===== config.mk =====
export PLATFORM = sky130hd
export DESIGN_NAME = sao_ctu_sched
export DESIGN_NICKNAME = d
export VERILOG_FILES = /design/src/rtl/sao_ctu_sched.sv
export SDC_FILE = /design/constraint.sdc
export NUM_CORES = 1
export LEC_CHECK = 0
export BUFFER_PORTS_ARGS = -buffer_cell sky130_fd_sc_hd__buf_2
export CORE_MARGIN = 2
export CORE_UTILIZATION = 56
export CTS_CLUSTER_SIZE = 24
export DETAILED_ROUTE_END_ITERATION = 8
export PLACE_DENSITY_LB_ADDON = 0.3
export RECOVER_POWER = 50
export SLEW_MARGIN = 20
export SYNTH_ARGS = -nofsm -noshare
export SYNTH_HDL_FRONTEND = slang
export SYNTH_SLANG_ARGS = --single-unit
export TNS_END_PERCENT = 100

===== constraint.sdc =====
create_clock -name clk -period 4.9 [get_ports clk]
set_clock_uncertainty 0.2 [all_clocks]
set_input_delay 0.735 -clock clk [delete_from_list [all_inputs] [get_ports clk]]
set_output_delay 0.735 -clock clk [all_outputs]
set_load 0.05 [all_outputs]

===== src/rtl/sao_ctu_sched.sv =====
// SAO CTU scheduler: statistics phase (pixel-beat counted) pipelined against the
// offset-decision phase (paced by a programmable slow strobe) on a single clock.
module sao_ctu_sched #(
    parameter int N_PIX        = 8,
    parameter int N_COMP       = 3,
    parameter int MIN_CTB_LOG2 = 4,
    parameter int MAX_CTB_LOG2 = 6,
    parameter int CNT_ST_LEN   = 10,
    parameter int CNT_DC_LEN   = 6,
    parameter int DC_CYCLES    = 36,
    parameter int SLOW_DIV_LEN = 3
) (
    input  logic                    clk,
    input  logic                    arst,
    input  logic                    start_ctu,
    input  logic [2:0]              ctb_size_log2,
    input  logic                    en_i,
    input  logic [SLOW_DIV_LEN-1:0] slow_div,
    output logic                    start_rdy,
    output logic                    en_slow,
    output logic                    stat_active,
    output logic [1:0]              cIdx,
    output logic [CNT_ST_LEN-1:0]   cnt_st,
    output logic                    dc_active,
    output logic [1:0]              cIdx_dc,
    output logic [CNT_DC_LEN-1:0]   cnt_dc,
    output logic                    wait_forPre,
    output logic                    ctu_done
);

    localparam int PIX_LOG2 = $clog2(N_PIX);

    typedef enum logic [1:0] {ST_IDLE, ST_RUN, ST_WAIT} st_state_t;
    typedef enum logic       {DC_IDLE, DC_RUN}          dc_state_t;

    st_state_t               st_state;
    dc_state_t               dc_state;
    logic [SLOW_DIV_LEN-1:0] div;
    logic [2:0]              ctb_l;
    logic [2:0]              ctb_l_in;
    logic [4:0]              beat_sh;
    logic [CNT_ST_LEN-1:0]   last_beat;
    logic                    beat_last;
    logic                    comp_last;
    logic                    dc_step_last;
    logic                    dc_fin;
    logic                    handoff;

    always_comb begin
        ctb_l_in = ctb_size_log2;
        if (ctb_size_log2 < 3'(MIN_CTB_LOG2))
            ctb_l_in = 3'(MIN_CTB_LOG2);
        else if (ctb_size_log2 > 3'(MAX_CTB_LOG2))
            ctb_l_in = 3'(MAX_CTB_LOG2);
    end

    // Beats per component: 2^(2L)/N_PIX for luma, a quarter of that for chroma.
    always_comb begin
        beat_sh   = {1'b0, ctb_l, 1'b0} - 5'(PIX_LOG2) - ((cIdx == 2'd0) ? 5'd0 : 5'd2);
        last_beat = CNT_ST_LEN'((32'd1 << beat_sh) - 32'd1);
    end

    assign comp_last    = (cIdx == 2'(N_COMP - 1));
    assign beat_last    = (st_state == ST_RUN) && en_i && (cnt_st == last_beat);
    assign dc_step_last = (cnt_dc == CNT_DC_LEN'(DC_CYCLES - 1));
    assign dc_fin       = (dc_state == DC_RUN) && en_slow && dc_step_last &&
                          (cIdx_dc == 2'(N_COMP - 1));
    // A finishing decision frees the slot in the same cycle, so no wait bubble.
    assign handoff      = (beat_last && comp_last && ((dc_state == DC_IDLE) || dc_fin)) ||
                          ((st_state == ST_WAIT) && dc_fin);
    assign start_rdy    = (st_state == ST_IDLE);

    // Free-running pace divider; a lowered slow_div restarts it without a strobe.
    always_ff @(posedge clk or posedge arst) begin
        if (arst) begin
            div     <= '0;
            en_slow <= 1'b0;
        end else if (div == slow_div) begin
            div     <= '0;
            en_slow <= 1'b1;
        end else if (div > slow_div) begin
            div     <= '0;
            en_slow <= 1'b0;
        end else begin
            div     <= div + SLOW_DIV_LEN'(1);
            en_slow <= 1'b0;
        end
    end

    // NOTE: all state, including registered outputs, updates with <= so every
    // process samples the pre-edge values of the others.
    always_ff @(posedge clk or posedge arst) begin
        if (arst) begin
            st_state    <= ST_IDLE;
            cIdx        <= '0;
            cnt_st      <= '0;
            ctb_l       <= '0;
            stat_active <= 1'b0;
            wait_forPre <= 1'b0;
        end else begin
            case (st_state)
                ST_IDLE: if (start_ctu) begin
                    st_state    <= ST_RUN;
                    stat_active <= 1'b1;
                    cIdx        <= '0;
                    cnt_st      <= '0;
                    ctb_l       <= ctb_l_in;
                end
                ST_RUN: if (en_i) begin
                    if (cnt_st != last_beat) begin
                        cnt_st <= cnt_st + CNT_ST_LEN'(1);
                    end else if (!comp_last) begin
                        cIdx   <= cIdx + 2'd1;
                        cnt_st <= '0;
                    end else if (handoff) begin
                        st_state    <= ST_IDLE;
                        stat_active <= 1'b0;
                    end else begin
                        st_state    <= ST_WAIT;
                        stat_active <= 1'b0;
                        wait_forPre <= 1'b1;
                    end
                end
                ST_WAIT: if (dc_fin) begin
                    st_state    <= ST_IDLE;
                    wait_forPre <= 1'b0;
                end
                default: st_state <= ST_IDLE;
            endcase
        end
    end

    always_ff @(posedge clk or posedge arst) begin
        if (arst) begin
            dc_state  <= DC_IDLE;
            dc_active <= 1'b0;
            cIdx_dc   <= '0;
            cnt_dc    <= '0;
            ctu_done  <= 1'b0;
        end else begin
            ctu_done <= dc_fin;
            if (handoff) begin
                dc_state  <= DC_RUN;
                dc_active <= 1'b1;
                cIdx_dc   <= '0;
                cnt_dc    <= '0;
            end else if ((dc_state == DC_RUN) && en_slow) begin
                if (!dc_step_last) begin
                    cnt_dc <= cnt_dc + CNT_DC_LEN'(1);
                end else if (dc_fin) begin
                    dc_state  <= DC_IDLE;
                    dc_active <= 1'b0;
                    cIdx_dc   <= '0;
                    cnt_dc    <= '0;
                end else begin
                    cIdx_dc <= cIdx_dc + 2'd1;
                    cnt_dc  <= '0;
                end
            end
        end
    end

endmodule


# Yosys cells after proc, flatten, opt, wreduce, memory -nomap -nowiden
# Index checks and enable logic that the tools add are counted.
# word_totals
register_bits	33
input_bits	10
out_inout_bits	26
# classes
n_addsub	8
n_bitwise	1
mux	44
reduce_logical	25
n_lt_le_gt_ge	3
eq_ne	16
n_shift	1
# ops
operator	n
$mux W10	4
$mux W2	15
$pmux W10 S2	1
$mux W6	3
$reduce_and A5 Y1	3
$ne A2 B2 Y1 const B	7
$mux W1	13
$mux W3	4
$add A10 B1 Y10 const B	1
$eq A10 B10 Y1	1
$ne A10 B10 Y1	1
$reduce_bool A2 Y1	5
$shl A1 B5 Y10 const A	1
$sub A10 B1 Y10 const B	1
$logic_and A1 B1 Y1	8
$add A6 B1 Y6 const B	1
$eq A2 B2 Y1 const B	3
$eq A6 B6 Y1 const B	1
$pmux W2 S3	1
$reduce_and A6 Y1	1
$sub A4 B2 Y5 const B	1
$sub A5 B2 Y5	1
$add A2 B1 Y2 const B	2
$logic_not A2 Y1	2
other kinds (14)	17

# Depth between registers and ports, before layout
# logic_depth
ltp_word	15
mapped_depth	19
depth_no_buf	18

# Worst setup path before layout
# Ideal clock, no wire load.
# synth_timing
kind	register to register
start	register cIdx[0]
end	register cnt_dc[0]
arrival_time_ns	3.599
setup_time_ns	0.147
path_buffers	1
required_time_ns	4.553
path_stages_with_launch	17
setup_slack_ns	0.954
path_cell_list	dfrtp_1 > inv_1 > ha_1 > inv_1 > ha_1 > inv_1 > ha_1 > and4bb_1 > inv_1 > ha_1 > xnor2_1 > a211o_1 > a211o_1 > or3_1 > buf_2 > o211ai_1 > o31ai_1
# synth_via
elab_chain_len	11
# synth_rtl
element	line_no	source
from (decl)	22	output logic [1:0] cIdx,
from (signal assigned)	113	cIdx <= cIdx + 2'd1;
$logic_not A2 Y1	59	beat_sh = {1'b0, ctb_l, 1'b0} - 5'(PIX_LOG2) - ((cIdx == 2'd0) ? 5'd0 : 5'd2);
$mux W2	59	
$sub A5 B2 Y5	59	
$shl A1 B5 Y10	60	last_beat = CNT_ST_LEN'((32'd1 << beat_sh) - 32'd1);
$sub A10 B1 Y10	60	
$eq A10 B10 Y1	64	assign beat_last = (st_state == ST_RUN) && en_i && (cnt_st == last_beat);
$logic_and A1 B1 Y1	64	
$logic_and A1 B1 Y1 * (2 in a row)	69	assign handoff = (beat_last && comp_last && ((dc_state == DC_IDLE) || dc_fin)) ||
$logic_or A1 B1 Y1 *	69	
$mux W6 / $reduce_bool A2 Y1 (equally long branches)	-	
to (signal assigned)	149	cnt_dc <= cnt_dc + CNT_DC_LEN'(1);
to (decl)	26	output logic [CNT_DC_LEN-1:0] cnt_dc,
# Mark *: on every way between the ends. The rest lies on a longest branch, timed or not.
# A chain may end at the register's enable or synchronous reset.

# Worst setup path in the final report
# layout_timing
start	register cIdx[0]
end	register cnt_st[5]
# layout_via
elab_chain_len	9
# layout_rtl
element	line_no	source
$logic_not A2 Y1	59	
$mux W2	59	
$sub A5 B2 Y5	59	
$shl A1 B5 Y10	60	
$sub A10 B1 Y10	60	
$ne A10 B10 Y1	110	if (cnt_st != last_beat) begin
$mux W10	110	
$mux W10	109	ST_RUN: if (en_i) begin
$pmux W10 S2	101	case (st_state)
to (signal assigned)	111	cnt_st <= cnt_st + CNT_ST_LEN'(1);
to (decl)	23	output logic [CNT_ST_LEN-1:0] cnt_st,
# Several ways; a longest one is shown, not always the timed one. The select of a mux whose other input is x is not followed.

==> flow_metrics.tcl <==
set metrics [dict create \
    cts_hold_buffers 0 \
    critPathCaptureType "register" \
    htreeDepth 2 \
    routabilityCongestion 0.829 \
    syn_area_mm2 0.00204 \
    syn_inst 224 \
    grt_setup_unrepaired "false" \
    start_kind "register" \
    worstPathRequired_ps 4930 \
    core-area_mm2 0.00342 \
    wl_per_cell_um 12.5 \
    yosysTopAreaCell "dfrtp_1" \
    syn_nets 247 \
    grt_pass1_wl_mm 6.91 \
    p_leak_uw 0.00108 \
    synth_cell_types 45 \
    hpwl_mm 2.84 \
    area_growth_pct 13.9 \
    via_count 1726 \
    dieArea_mm2 0.00414 \
    clk_pin_slew_ps 100 \
    drv_slew 34 \
    setup_viol 0 \
    layout.nets 286 \
    die_w_um 64.3 \
    final_cells 310 \
    violations "max-capacitance violations, max-slew violations" \
    cts_root_buf "clkbuf_4" \
    yosysTopAreaCellShare 0.405 \
    totalPowerFinal_uw 894 \
    fin_crit_ps 3930 \
    avgSynthCellArea_um2 9.09 \
    async_flop_share 1.00 \
    status "finished with violations" \
    synthFlopType "dfrtp_1" \
    drc_errors 0 \
    slew_headroom -0.160 \
    drv_cap 1 \
    antenna_found_initial 0 \
    track_usage 0.212 \
    worst_hold_slack_ps 262 \
    cts_buffers 5 \
    tightest_slew_ps 1740 \
    synth.top_cells.by_count "33 x dfrtp_1, 33 x nand2_1, 18 x inv_1" \
    drive_gt1_frac 0.174 \
    synth_edf_count 0 \
    max_freq_mhz 254 \
    synth-seq-area-share 0.405 \
    worst_ir_drop_vdd_mv 0.235 \
    drtIter0Drc 145 \
    dp_cells 302 \
    worstPathArrival_ps 3960 \
    grt_pass1_vias 1596 \
    antennaDiodeCount 0 \
    worstPathMaxFanout 14 \
    yosys-top-cells-area "dfrtp_1 41%, ha_1 8.0%, nand2_1 6.1%, mux2i_1 3.4%, inv_1 3.3%" \
    cts.path.max_buffers 2 \
    viasPerCell 5.57 \
    fin_crit_sh 0.802 \
    firstDrtPassIters 4 \
    num_io_pins 36 \
    postCtsResizedCells 0 \
    cts_tree "yes" \
    cellPowerDensity_mw_per_mm2 386 \
    setup_tns_ps 0 \
    portBuffers 35 \
    hold_class "register to register" \
    start_util 0.596 \
    hold_viol 0 \
    post-route-util 0.679 \
    insertion_delay_ps 340 \
    rows 21 \
    wirelength_mm 3.87 \
    grt_max_degree 34 \
    crit_type "register to register" \
    die_height_um 64.3 \
    clock_sinks 33 \
    grt-ovfl-total 0 \
    ys_ff_latch 33 \
    post_cts_buffers 0 \
    yosys_warnings 0 \
    ant_nets 0 \
]
==> sequential cells by signal, summed over array words and instances, names as in the netlist <==
| register | cells |
|---|---|
| ctu_done | 1 |
| dc_state | 1 |
| cnt_st | 10 |
| stat_active | 1 |
| div | 3 |
| wait_forPre | 1 |
| en_slow | 1 |
| cIdx | 2 |
| st_state | 2 |
| ctb_l | 3 |
| cIdx_dc | 2 |
| cnt_dc | 6 |
==> area by class of cell <==
class	instances	area (um2)
fill	298	1100
clock buffer	7	65.1
sequential	33	826
tap	46	57.6
multi-input combinational	169	1130
inverter	18	67.6
clock inverter	1	5.00
timing repair buffer	36	173
==> power breakdown <==
group | internal [uW] | switching [uW] | total (uW)
clock | 83.1 | 93.8 | 177
combinational | 126 | 229 | 355
sequential | 312 | 50.3 | 362
total | 521 | 373 | 894
==> worst paths after layout <==
path                       startpoint   endpoint  slack (ps)  cells after the start
setup reg to reg              cIdx[0]  cnt_st[5]         970                     17
hold / removal               ctb_l[2]   ctb_l[2]         260                      2
max in group asynchronous        arst   dc_state        2710                      3
setup / recovery              cIdx[0]  cnt_st[5]         970                     17
min in group asynchronous        arst     div[2]         790                      3
hold reg to reg              ctb_l[2]   ctb_l[2]         260                      2
==> layout by cell type (no fill, tap or decap), types with 5 or more instances in the layout <==
cell	synthesis	layout
clkbuf_4	0	5
xnor2_1	6	6
ha_1	13	13
clkbuf_1	2	6
nand3_1	5	5
mux2i_1	7	7
inv_1	18	18
a21oi_1	12	12
o21ai_1	7	7
or3_1	6	6
o31ai_1	6	6
nand2_1	33	33
dfrtp_1	33	33
buf_2	2	30
nor2_1	12	12
o21ai_0	10	10
==> worst max-delay path: stages (launching register included) <==
cell	delay [ps]
dfrtp_1	410
inv_1	90
ha_1	140
inv_1	50
ha_1	170
inv_1	50
ha_1	120
inv_1	40
ha_1	360
and4bb_1	260
inv_1	60
ha_1	300
xnor2_1	130
a211o_1	230
a211o_1	310
nor3_2	630
or4_1	210
a21oi_1	60
==> metrics by stage <==
step	worst slack (ps)	cell area (um2)
after floorplan	954	2040
after global placement	1110	2260
after detailed placement	983	2260
after CTS	975	2330
after global routing	666	2320
final	970	2320
==> cells by family (layout without fill, tap and decap cells) <==
group,after synthesis,in the layout,share of synthesized area
AND/OR/NAND/NOR,90,90,0.244
AO/OA/AOI/OAI,49,49,0.150
flip-flops,33,33,0.405
buffers and inverters,22,62,0.0418
adder cells (fa/ha/maj),13,13,0.0799
XOR/XNOR,9,9,0.0387
multiplexers,8,8,0.0399
==> metal layers <==
metal,up-vias,share of wire,track usage
li1,877,-,-
met1,804,0.47,0.274
met2,38,0.48,0.350
met3,7,0.045,0.0546
met4,0,0.014,0.0665
met5,-,0,0
No activity file was read; power rests on OpenSTA's default activity.
